### config.mk
export PLATFORM = sky130hd
export DESIGN_NAME = uart_tx
export DESIGN_NICKNAME = d
export VERILOG_FILES = /design/src/rtl/uart_tx.sv
export SDC_FILE = /design/constraint.sdc
export NUM_CORES = 1
export LEC_CHECK = 0
export ABC_AREA = 1
export BUFFER_PORTS_ARGS = -buffer_cell sky130_fd_sc_hd__buf_2
export CAP_MARGIN = 20
export CORE_MARGIN = 2
export CORE_UTILIZATION = 25
export CTS_CLUSTER_DIAMETER = 50
export DETAILED_ROUTE_END_ITERATION = 10
export GPL_TIMING_DRIVEN = 1
export PLACE_DENSITY_LB_ADDON = 0.3
export SLEW_MARGIN = 20
export SYNTH_ARGS = -nofsm -noshare
export SYNTH_HDL_FRONTEND = slang
export SYNTH_SLANG_ARGS = --single-unit
### constraint.sdc
create_clock -name CLK -period 2.98 [get_ports CLK]
set_clock_uncertainty 0.1 [all_clocks]
set_input_delay 0.447 -clock CLK [delete_from_list [all_inputs] [get_ports CLK]]
set_output_delay 0.447 -clock CLK [all_outputs]
set_load 0.01 [all_outputs]
### src/rtl/uart_tx.sv
// UART transmitter: one-entry holding register feeding an 8N1 serialiser.
// Define UART_TX_PARITY_EN to build the 8E1 variant with an even-parity bit.
module uart_tx #(
    parameter int CLKS_PER_BIT = 868
) (
    input  logic       CLK,
    input  logic       RST,
    input  logic [8:0] wr_arg,
    output logic       wr_out,
    output logic       tx,
    output logic       busy
);

    localparam int BAUD_W = $clog2(CLKS_PER_BIT);
    localparam logic [BAUD_W-1:0] BAUD_MAX = BAUD_W'(CLKS_PER_BIT - 1);

    typedef enum logic [2:0] {
        IDLE,
        START,
        DATA,
`ifdef UART_TX_PARITY_EN
        PARITY,
`endif
        STOP
    } state_e;

    state_e            state_q, state_d;
    logic [7:0]        shift_q, shift_d;
    logic [2:0]        bit_idx_q, bit_idx_d;
    logic [BAUD_W-1:0] baud_q, baud_d;
    logic              hold_valid_q, hold_valid_d;
    logic [7:0]        hold_data_q, hold_data_d;
    logic              tx_q, tx_d;
`ifdef UART_TX_PARITY_EN
    logic              parity_q, parity_d;
`endif

    logic       wr_valid;
    logic [7:0] wr_data;
    logic       baud_end;
    logic       load;

    assign wr_valid = wr_arg[8];
    assign wr_data  = wr_arg[7:0];
    assign baud_end = (baud_q == BAUD_MAX);

    assign wr_out = !hold_valid_q;
    assign tx     = tx_q;
    assign busy   = hold_valid_q || (state_q != IDLE);

    always_comb begin
        state_d      = state_q;
        shift_d      = shift_q;
        bit_idx_d    = bit_idx_q;
        baud_d       = baud_q;
        hold_valid_d = hold_valid_q;
        hold_data_d  = hold_data_q;
`ifdef UART_TX_PARITY_EN
        parity_d     = parity_q;
`endif
        load         = 1'b0;
        tx_d         = 1'b1;

        if (state_q != IDLE) begin
            baud_d = baud_end ? '0 : baud_q + 1'b1;
        end

        case (state_q)
            IDLE: begin
                if (hold_valid_q) load = 1'b1;
            end
            START: begin
                if (baud_end) begin
                    state_d   = DATA;
                    bit_idx_d = '0;
                end
            end
            DATA: begin
                if (baud_end) begin
                    shift_d   = {1'b0, shift_q[7:1]};
                    bit_idx_d = bit_idx_q + 1'b1;
                    if (bit_idx_q == 3'd7) begin
`ifdef UART_TX_PARITY_EN
                        state_d = PARITY;
`else
                        state_d = STOP;
`endif
                    end
                end
            end
`ifdef UART_TX_PARITY_EN
            PARITY: begin
                if (baud_end) state_d = STOP;
            end
`endif
            STOP: begin
                // A byte already held starts straight away, giving gapless frames.
                if (baud_end) begin
                    if (hold_valid_q) load = 1'b1;
                    else              state_d = IDLE;
                end
            end
            default: state_d = IDLE;
        endcase

        if (load) begin
            state_d      = START;
            shift_d      = hold_data_q;
            hold_valid_d = 1'b0;
            baud_d       = '0;
`ifdef UART_TX_PARITY_EN
            parity_d     = ^hold_data_q;
`endif
        end

        // Accept and load are exclusive: load needs hold_valid, accept needs it clear.
        if (wr_valid && wr_out) begin
            hold_valid_d = 1'b1;
            hold_data_d  = wr_data;
        end

        // NOTE: tx is registered, so it is derived from the next state to avoid a cycle of lag.
        case (state_d)
            IDLE:    tx_d = 1'b1;
            START:   tx_d = 1'b0;
            DATA:    tx_d = shift_d[0];
`ifdef UART_TX_PARITY_EN
            PARITY:  tx_d = parity_d;
`endif
            STOP:    tx_d = 1'b1;
            default: tx_d = 1'b1;
        endcase
    end

    always_ff @(posedge CLK) begin
        if (RST) begin
            state_q      <= IDLE;
            shift_q      <= '0;
            bit_idx_q    <= '0;
            baud_q       <= '0;
            hold_valid_q <= 1'b0;
            hold_data_q  <= '0;
            tx_q         <= 1'b1;
`ifdef UART_TX_PARITY_EN
            parity_q     <= 1'b0;
`endif
        end else begin
            state_q      <= state_d;
            shift_q      <= shift_d;
            bit_idx_q    <= bit_idx_d;
            baud_q       <= baud_d;
            hold_valid_q <= hold_valid_d;
            hold_data_q  <= hold_data_d;
            tx_q         <= tx_d;
`ifdef UART_TX_PARITY_EN
            parity_q     <= parity_d;
`endif
        end
    end

endmodule

======== Word level (Yosys, flattened, before mapping) ========
Cells that the tools add are included.
storage, ports and cells
  word-level logic and storage cells ...... 51
  register bits after elaboration ......... 34
  output and inout bits ................... 3
operators by class
  equality and inequality tests ........... 9
  reductions and logical operators ........ 12
  muxes and demuxes ....................... 20
  add/sub/neg operators ................... 2
operator list
  cell                                           count
  2-to-1 mux 3 bit                               8
  2-to-1 mux 8 bit                               3
  case mux 3 bit (4 select lines)                1
  adder 10 x 1 -> 10 bit, second input constant  1
  == test 10 bit, second input constant          1
  2-to-1 mux 10 bit                              1
  == test 3 x 2 -> 1 bit, second input constant  3
  nonzero test 2 bit                             4
  == test 3 x 1 -> 1 bit, second input constant  2
  case mux 3 bit (2 select lines)                1
  2-to-1 mux 1 bit                               4
  inequality test 2 bit, second input constant   2
  case mux 1 bit (2 select lines)                2
  adder 3 x 1 -> 3 bit, second input constant    1
  == test 3 bit, second input constant           1
  logical NOT 3 bit                              1
  AND reduction 3 bit                            1
  nonzero test 3 bit                             1
  AND reduction 2 bit                            1
  OR reduction 2 bit                             1
  logical AND 1 bit                              1
  logical NOT 1 bit                              1
  logical OR 1 bit                               1

======== Logic depth before layout (Yosys ltp) ========
Gate-level depths: netlist (run 1).
  depth after elaboration ................. 7
  depth in mapped cells ................... 10
  gate-level depth less buffers ........... 10

======== Worst setup path before layout (run 1) ========
Ideal clock, no wire load.
  kind .................................... register -> register
  start ................................... register baud_q[1]
  end ..................................... register bit_idx_q[1]
  slack ................................... 1.430 ns
  data required time ...................... 2.752 ns
  arrival ................................. 1.322 ns
  stages on the path, launching flop included .. 10
  cells stage by stage .................... dfxtp_1 ha_1 nand2_2 nor2_4 nand3_2 nor2_4 buf_6 o21ai_0 nand2_1 a21oi_1
on the way
  longest elaborated chain between the ends .. 3
RTL lines
  item                             line  text
  from (decl)                      30    logic [BAUD_W-1:0] baud_q, baud_d;
  from (signal assigned)           151   baud_q <= baud_d;
  == test 10 bit *                 45    assign baud_end = (baud_q == BAUD_MAX);
  inequality test 2 bit (no line)  --
  AND reduction 3 bit (no line) *  --
  to (signal assigned)             150   bit_idx_q <= bit_idx_d;
  to (decl)                        29    logic [2:0] bit_idx_q, bit_idx_d;
Every way passes the cells marked *; elsewhere a longest branch is shown, timed or not.
A chain may end at the register's enable or synchronous reset.

======== Worst setup path in the final report (run 1) ========
  start ................................... register baud_q[1]
  end ..................................... register tx_q, in the netlist tx
on the way
  longest elaborated chain between the ends .. 6
RTL lines
  item                                                                                line  text
  == test 10 bit *                                                                    45
  2-to-1 mux 3 bit (tied with other cells)                                            98    if (baud_end) begin
  case mux 3 bit (4 select lines) or case mux 1 bit (2 select lines) (tied branches)  68    case (state_q)
  2-to-1 mux 3 bit                                                                    106   if (load) begin
  == test 3 x 2 -> 1 bit or == test 3 x 1 -> 1 bit (tied branches)                    123   case (state_d)
  case mux 1 bit (2 select lines) *                                                   123
  to (signal assigned)                                                                154   tx_q <= tx_d;
  to (decl)                                                                           33    logic tx_q, tx_d;
Every way passes the cells marked *; elsewhere a longest branch is shown, timed or not. The select of a mux whose other input is x is not followed.

==> impl_summary.md, run 1 <==
Setup path
The category of the worst setup path capture point is a flop. The setup slack of the worst register-to-register path is 1.19 ns. Of all nets on the critical path, the largest fanout is 11.

The arrival time at the worst endpoint is 1.87 ns. The worst setup path is of the flop to flop kind. The endpoint required time on the critical path is 3.06 ns. The sort of element at the start of the critical path is a flop. Tracing the worst setup path back leads to its startpoint at baud_q[1]$_SDFFE_PP0P_. The capturing instance or port of the critical path is tx$_SDFF_PP1_. The launch point of the worst reg-to-reg path is baud_q[1]$_SDFFE_PP0P_. The length in cells of the worst reg-to-reg path is 10. The capturing point of the worst reg2reg path is tx$_SDFF_PP1_.

Finish
Leaving out fill and tap cells, the most frequent cell in the layout is nor2_1. The storage element area is 680.7 um^2. The fraction of layout cells with a size suffix above 1 is 16.03%. In the layout the commonest cells are nor2_1, nand2_1, dfxtp_1, inv_1, nand3_1. After filler insertion, the fill cell instance count of the layout stands at 691.

At the end of the flow the core is filled with cells to between 20 and 30%. The final design instance area without fill is 1836 um^2. The area of the multi-input gates is roughly 810 um^2. The antenna cell count is 0. The layout overhead on the synthesized area is 14.79%. The net count of the finished layout is 250.

Floorplan
The height of the die is 83.98 um. The die area is a little over 7000 um^2. In this run the count of I/O pins placed on the die edge is 14. The width of the chip is 83.98 um. The row count is 29. The effective utilization at floorplan is 25.47%. The total area inside the core boundary comes to 6277 um^2.

Pwr
The share of total power dissipated in sequential elements is 49.5%. Dividing total power by cell area gives a power density of 537.2 nW/um^2. The total chip power is 0.9861 mW. The switching power is approximately 0.24 mW.

The leakage power of the design is 0.8062 nW. Across the VDD grid, the largest voltage drop is 249.2 uV. The combinational share of power is 7.9%.

The part of the power in the clock network is 42.6%. Internal power comes to between 0.7 and 0.8 mW. Net switching is 23.86% of the power.

Clocking
The number of hold buffers added after CTS was 0. Clock-pin slew was measured on the worst setup and hold paths at 0.07 ns. The number of setup buffers added after CTS is 0. For the worst-skew pair, the clock arrives at the later sink with an insertion delay of 0.29 ns. TritonCTS built the clock tree. TritonCTS created 5 clock buffers. The tree built by TritonCTS fans out to 34 sinks. The deepest clock path buffer count is 2.

The level count of the clock H-tree is 2. The root cell of the clock tree is clkbuf_8. Once the clock tree was built, the resizer swapped 0 gates to a different size.

Drt
The first routing iteration left 63 violations. The wire length per cell is 9.955 um. The final routed wirelength across all metal layers is 3.126 mm. In the routed design, unresolved DRC markers number 0. For this block, the via count after detailed routing is 1,364. The count of nets left with antenna violations once routing finished came out at 0. The post-detailed-route via-to-cell ratio is 4.344.

The pre-antenna-repair detailed-routing pass consisted of 4 iterations.

Synthesis
The synthesized design contains 34 register bits. The synthesized net count is approximately 230. After synthesis, the netlist uses 27 different library cells. The fraction of synthesized cell area taken by the top area cell type is 42.57%.

The mean post-synth cell area is roughly 7.3 um^2. The synthesized cell area is 1599 um^2. After synthesis, flip-flops and latches occupy 42.57% of the total area.

By area the synthesized netlist is led by dfxtp_1, nor2_1, nand2_1. Yosys printed 0 warnings. The gate count of the mapped netlist is 220. The biggest area contributor in the post-synthesis netlist is dfxtp_1.

Placed design
The wire-length estimate of the detail-placed layout is 2.290 mm. At the end of routability-driven placement, the weighted congestion stood at around 0.75. In this run the cell area measured after placement is approximately 1700 um^2. The worst slack at placement is 1.157 ns. Buffers placed on the I/O ports in this run total 13.

Global routing
The number of antenna violations at the first check in global routing is 0. The via count of the first global-routing pass is 1,288. In the global route stage, overall resource usage came out at 9.846%. The global-route track usage on met2 is 16.00%. The layer flagged by global routing as most heavily used is met2. The first global-routing pass estimated 5.595 mm of wire. Global routing used 2.770% of the available met3 tracks.

The total global routing overflow is 0. For met1 alone, demand over resource in global routing was 11.90%. The largest net degree at the start of global routing is 17.

STA
Setup repair after global routing left no endpoint under its margin. The count of endpoints failing setup in the final report is 0. The accumulated negative setup slack is 0 ns. Timing would allow up to 558.6 MHz. The final count of pins violating max slew is 0. The final-report hold violation count is 0. Dividing the final minimum period by the clock period gives 60.08%. The setup slack after layout is 1.190 ns. The shortest clock period the worst path allows after layout is around 1.8 ns.

Run status
The flow ran to the end, and the final reports show no timing, DRC or antenna violations.

Hold path
The class of the tightest hold or removal check is input port to flop.

Run
The tool flagged a number of max-cap violations equal to 0.
-- cell families after synthesis --
family,synth area share (%)
AO/OA/AOI/OAI,7.982
XOR/XNOR,2.191
adder cells (fa/ha/maj),2.348
buffers and inverters,6.573
flip-flops,42.57
other,0.2345
AND/OR/NAND/NOR,38.11
-- state kept, by name (all words and copies together), names as in the netlist --
register and cells:
bit_idx_q 3, baud_q 10, state_q 3, hold_data_q 8
shift_q 8, tx 1, hold_valid_q 1
-- synth_stat cells --
cell	n
nor3b_1	1
nor4_1	1
or2_4	1
ha_1	3
and3_1	1
nand3b_1	1
nand4_2	1
xor2_1	4
nand4_1	5
nor2_1	48
inv_1	19
o21ai_0	12
nor2_4	2
buf_6	2
nor3_1	3
nand2_2	5
nand3_2	1
clkbuf_1	1
a21oi_1	10
o21ai_2	2
nand3_1	15
nand2_4	2
nand2_1	41
nor2_2	3
dfxtp_1	34
buf_4	1
conb_1	1
-- per-stage QoR --
| stage | cells | hold slack (ns) |
|---|---|---|
| 3_5_place_dp | 306 | 0.3603 |
| 3_3_place_gp | 306 | 0.3543 |
| 5_1_grt | 314 | 0.2899 |
| 4_1_cts | 314 | 0.2646 |
| 2_1_floorplan | 220 | 0.3293 |
| 6_report | 314 | 0.2715 |
-- worst min path at each step --
stage	start	end	slack, ns	cells past startpoint
after floorplan	bit_idx_q[0]$_SDFFE_PP0P_	bit_idx_q[0]$_SDFFE_PP0P_	0.33	1
after global placement	bit_idx_q[0]$_SDFFE_PP0P_	bit_idx_q[0]$_SDFFE_PP0P_	0.35	1
after detailed placement	hold_data_q[5]$_SDFFE_PP0P_	shift_q[5]$_SDFFE_PP0P_	0.36	2
after CTS	wr_arg[3]	hold_data_q[3]$_SDFFE_PP0P_	0.26	3
after global routing	wr_arg[2]	hold_data_q[2]$_SDFFE_PP0P_	0.29	3
final	wr_arg[3]	hold_data_q[3]$_SDFFE_PP0P_	0.27	3
-- critical path: stages, from the launching register on --
cell	delay, ns
dfxtp_1	0.35
ha_1	0.25
nand2_2	0.09
nor2_4	0.13
nand3_2	0.15
nor2_4	0.27
nand2_1	0.09
nand3_1	0.07
nor2_1	0.05
nand2_1	0.07
nand2_1	0.05
-- routing by layer --
metal / vias up / part of all wire, %
met4: 0 / 1.8
li1: 735 / -
met3: 4 / 3.3
met1: 607 / 47
met2: 18 / 48
met5: - / 0
-- power by group through the flow --
stage / combinational [mW] / sequential (mW) / clock (mW)
finish: 0.0783 / 0.488 / 0.420
global route: 0.0927 / 0.490 / 0.450
detailed placement: 0.0792 / 0.498 / 0
floorplan: 0.0593 / 0.496 / 0
global placement: 0.0782 / 0.498 / 0
CTS: 0.0799 / 0.488 / 0.434
-- area by class of cell --
cell class | instances | share of cell area (%)
clock buffer | 5 | 3.749
clock inverter | 3 | 2.181
inverter | 19 | 3.885
multi-input combinational | 163 | 44.31
sequential | 34 | 37.08
tap | 77 | 5.249
timing repair buffer | 13 | 3.545
No activity file was read; power rests on OpenSTA's default activity.
==> run 2, diff against run 1 <==
Clock period 2.98 ns to 1.8 ns, I/O delays scaled along.
==> run 2 against run 1 <==
  * Worst setup slack got worse by 1.1 ns
  * Largest power group is now clock
  * Hold slack got worse by 0.18 ns
  * Core utilization grew 2.7 points
  * Final area grew 9.1%
  * Die area is the same
  * Critical path depth down 1
  * Sequential power grew 66%
  * Highest routed layer unchanged
  * Sequential share of layout area decreased by 3.0 points
  * Via count increased by 3.9%
  * Wire length rose by 7.0%
==> impl_summary.md, run 2 (synthesis results as in run 1) <==
Setup path
By startpoint and endpoint, the worst setup path is classified as flop to flop. The endpoint required time on the critical path is around 1.9 ns. The length in cells of the worst reg-to-reg path is 9. The arrival time at the worst endpoint is 1.76 ns. The sort of element at the start of the critical path is a flop. Setup slack on the worst reg-to-reg path comes out at 0.12 ns. The most critical setup path has its startpoint at baud_q[0]$_SDFFE_PP0P_. The worst register-to-register path begins at baud_q[0]$_SDFFE_PP0P_. The worst register-to-register path ends at baud_q[0]$_SDFFE_PP0P_. The worst setup path is captured at a flop. The peak fanout along the critical path is 12.

Floorplan
For this design the top-level I/O count stands at 14. The core footprint is 6277 um^2. The die covers 7052 um^2. From left edge to right edge, the die measures 83.98 um. The height of the die is 83.98 um.

The initial utilization of the core area, before any placement, comes to between 20 and 30%. The floorplan has 29 rows.

Pwr
For this design the static power due to leakage is 0.8904 nW. The worst IR drop on VDD is 517.6 uV. The design draws 1.834 mW. Dividing total power by cell area gives a power density of 915.8 nW/um^2.

Drt
The residual DRC count is 0. The final layout contains routed wiring with a total length of 3.345 mm. The wire length per cell is 10.23 um.

The post-detailed-route via-to-cell ratio is 4.333. The count of routing violations after the opening detailed-route iteration is 44. The first TritonRoute pass finished after 4 iterations. The via count of the routed design is 1,417.

The post-detailed-route count of antenna-violating nets is 0.

Clocking
The tree is rooted in a clkbuf_8. Clock-pin slew was measured on the worst setup and hold paths at 0.07 ns. The level count of the clock H-tree is 2.

The TritonCTS sink count is 34. The clock latency on the worst-skew pair is 0.29 ns. TritonCTS created 5 clock buffers. TritonCTS built the clock tree. The deepest clock path buffer count is 2.

The number of hold buffers added after CTS was 0.

Global routing
Global routing consumed, over all layers together, just over 10% of the routing resources. The via count of the first global-routing pass is around 1,300. The largest net degree at the start of global routing is 16. The wire length of the first global-routing pass is between 5 and 6 mm.

The number of antenna violations at the first check in global routing is 0. The total global routing overflow is 0.

STA
The shortest clock period the worst path allows after layout is 1.681 ns. Setup violations remaining at the end of the flow were counted as 0. For this run, the top clock speed supported by timing is between 500 and 600 MHz. After layout, the worst path uses 93.37% of the clock period. The final count of pins violating max slew is 0. The setup slack after layout is between 0.1 and 0.15 ns. The final-report hold violation count was 0.

Finish
The largest registers in the layout are baud_q x10, hold_data_q x8, shift_q x8. The count of cells in the finished layout, fillers not included, comes to 327. Cells with a size suffix above 1 make up around 22% of the layout.

The net count of the finished layout is 263. The layout overhead on the synthesized area is 25.27%. The register with the most flip-flops in the layout has 10 of them.

The area of the multi-input gates is 835.8 um^2. The sequential cells in the finished layout cover a total of ~700 um^2. The register bank with the most flops is baud_q. The antenna cell count is 0.

The top cell types in the final layout, fill and taps aside, are nor2_1, nand2_1, dfxtp_1, inv_1, nand3_1. The library cell used most frequently in the layout, excluding fill and tap cells, is nor2_1. After filler insertion, the fill cell instance count of the layout stands at 684.

Placed design
The wire-length estimate of the detail-placed layout is 2.349 mm. The count of port buffers added during placement is 13. The worst slack at placement is roughly 0.086 ns. The global placement routability congestion is 0.7357. The number of cells in the design after placement is 310.

Hold path
The start point of the worst min-delay path is wr_arg[3]. The class of the tightest hold or removal check is input port to flop. For hold timing, the worst endpoint is hold_data_q[3]$_SDFFE_PP0P_. The worst hold path passes through 3 cells.

Run status
The flow ran to the end, and the final reports show no timing, DRC or antenna violations.

Run
The tool flagged a number of max-cap violations equal to 0.
==> run 2: where the power goes <==
group	total, mW	switching (mW)	internal, mW
sequential	0.810	0.0215	0.788
clock	0.874	0.283	0.591
combinational	0.151	0.0869	0.0640
==> run 2: critical path, stage by stage, from the launching register on <==
cell and delay, ns:
dfxtp_1 0.34, ha_2 0.19, nand2_2 0.07, nor2_4 0.17, nand4_1 0.13, nand2_2 0.16
nand2_8 0.10, nand2_4 0.12, or2_4 0.15, nor2_1 0.04
==> run 2: cell type report <==
type	count	share of cell area (%)
Sequential cell	34	34.04
Tap cell	77	4.809
Multi-Input combinational cell	163	41.72
Clock buffer	6	4.122
Timing Repair Buffer	26	8.745
Inverter	19	3.560
Clock inverter	2	2.998
==> run 2: worst max path at each step <==
stage                                     end  slack (ns)  cells past startpoint
detailed placement    shift_q[3]$_SDFFE_PP0P_        0.09                      8
CTS                   shift_q[3]$_SDFFE_PP0P_        0.07                      8
floorplan           bit_idx_q[1]$_SDFFE_PP0P_        0.25                      9
finish                 baud_q[0]$_SDFFE_PP0P_        0.12                      9
global route                    tx$_SDFF_PP1_       -0.02                     10
global placement      shift_q[3]$_SDFFE_PP0P_        0.11                      8
==> run 2: metrics by stage <==
step	hold WS [ns]	utilization (%)	cell area, um^2	TNS [ns]
floorplan	0.3049	-	1599	0
global placement	0.3522	27.98	1757	0
detailed placement	0.3522	27.98	1757	0
CTS	0.08531	30.26	1899	0
global route	0.09968	31.91	2003	-0.03241
finish	0.09519	31.91	2003	0
==> run 2: what timing repair did <==
item	CTS	global route
buffers inserted	0	9
endpoints found under the setup margin	0	5
gates resized for setup	0	6
==> run 2: layer usage <==
| layer | vias to the layer above | global-route usage [%] | wire [um] |
|---|---|---|---|
| li1 | 766 | - | - |
| met1 | 629 | 12.92 | 1685 |
| met2 | 16 | 16.00 | 1500 |
| met3 | 6 | 2.374 | 77 |
| met4 | 0 | 5.718 | 82 |
| met5 | - | 0 | 0 |
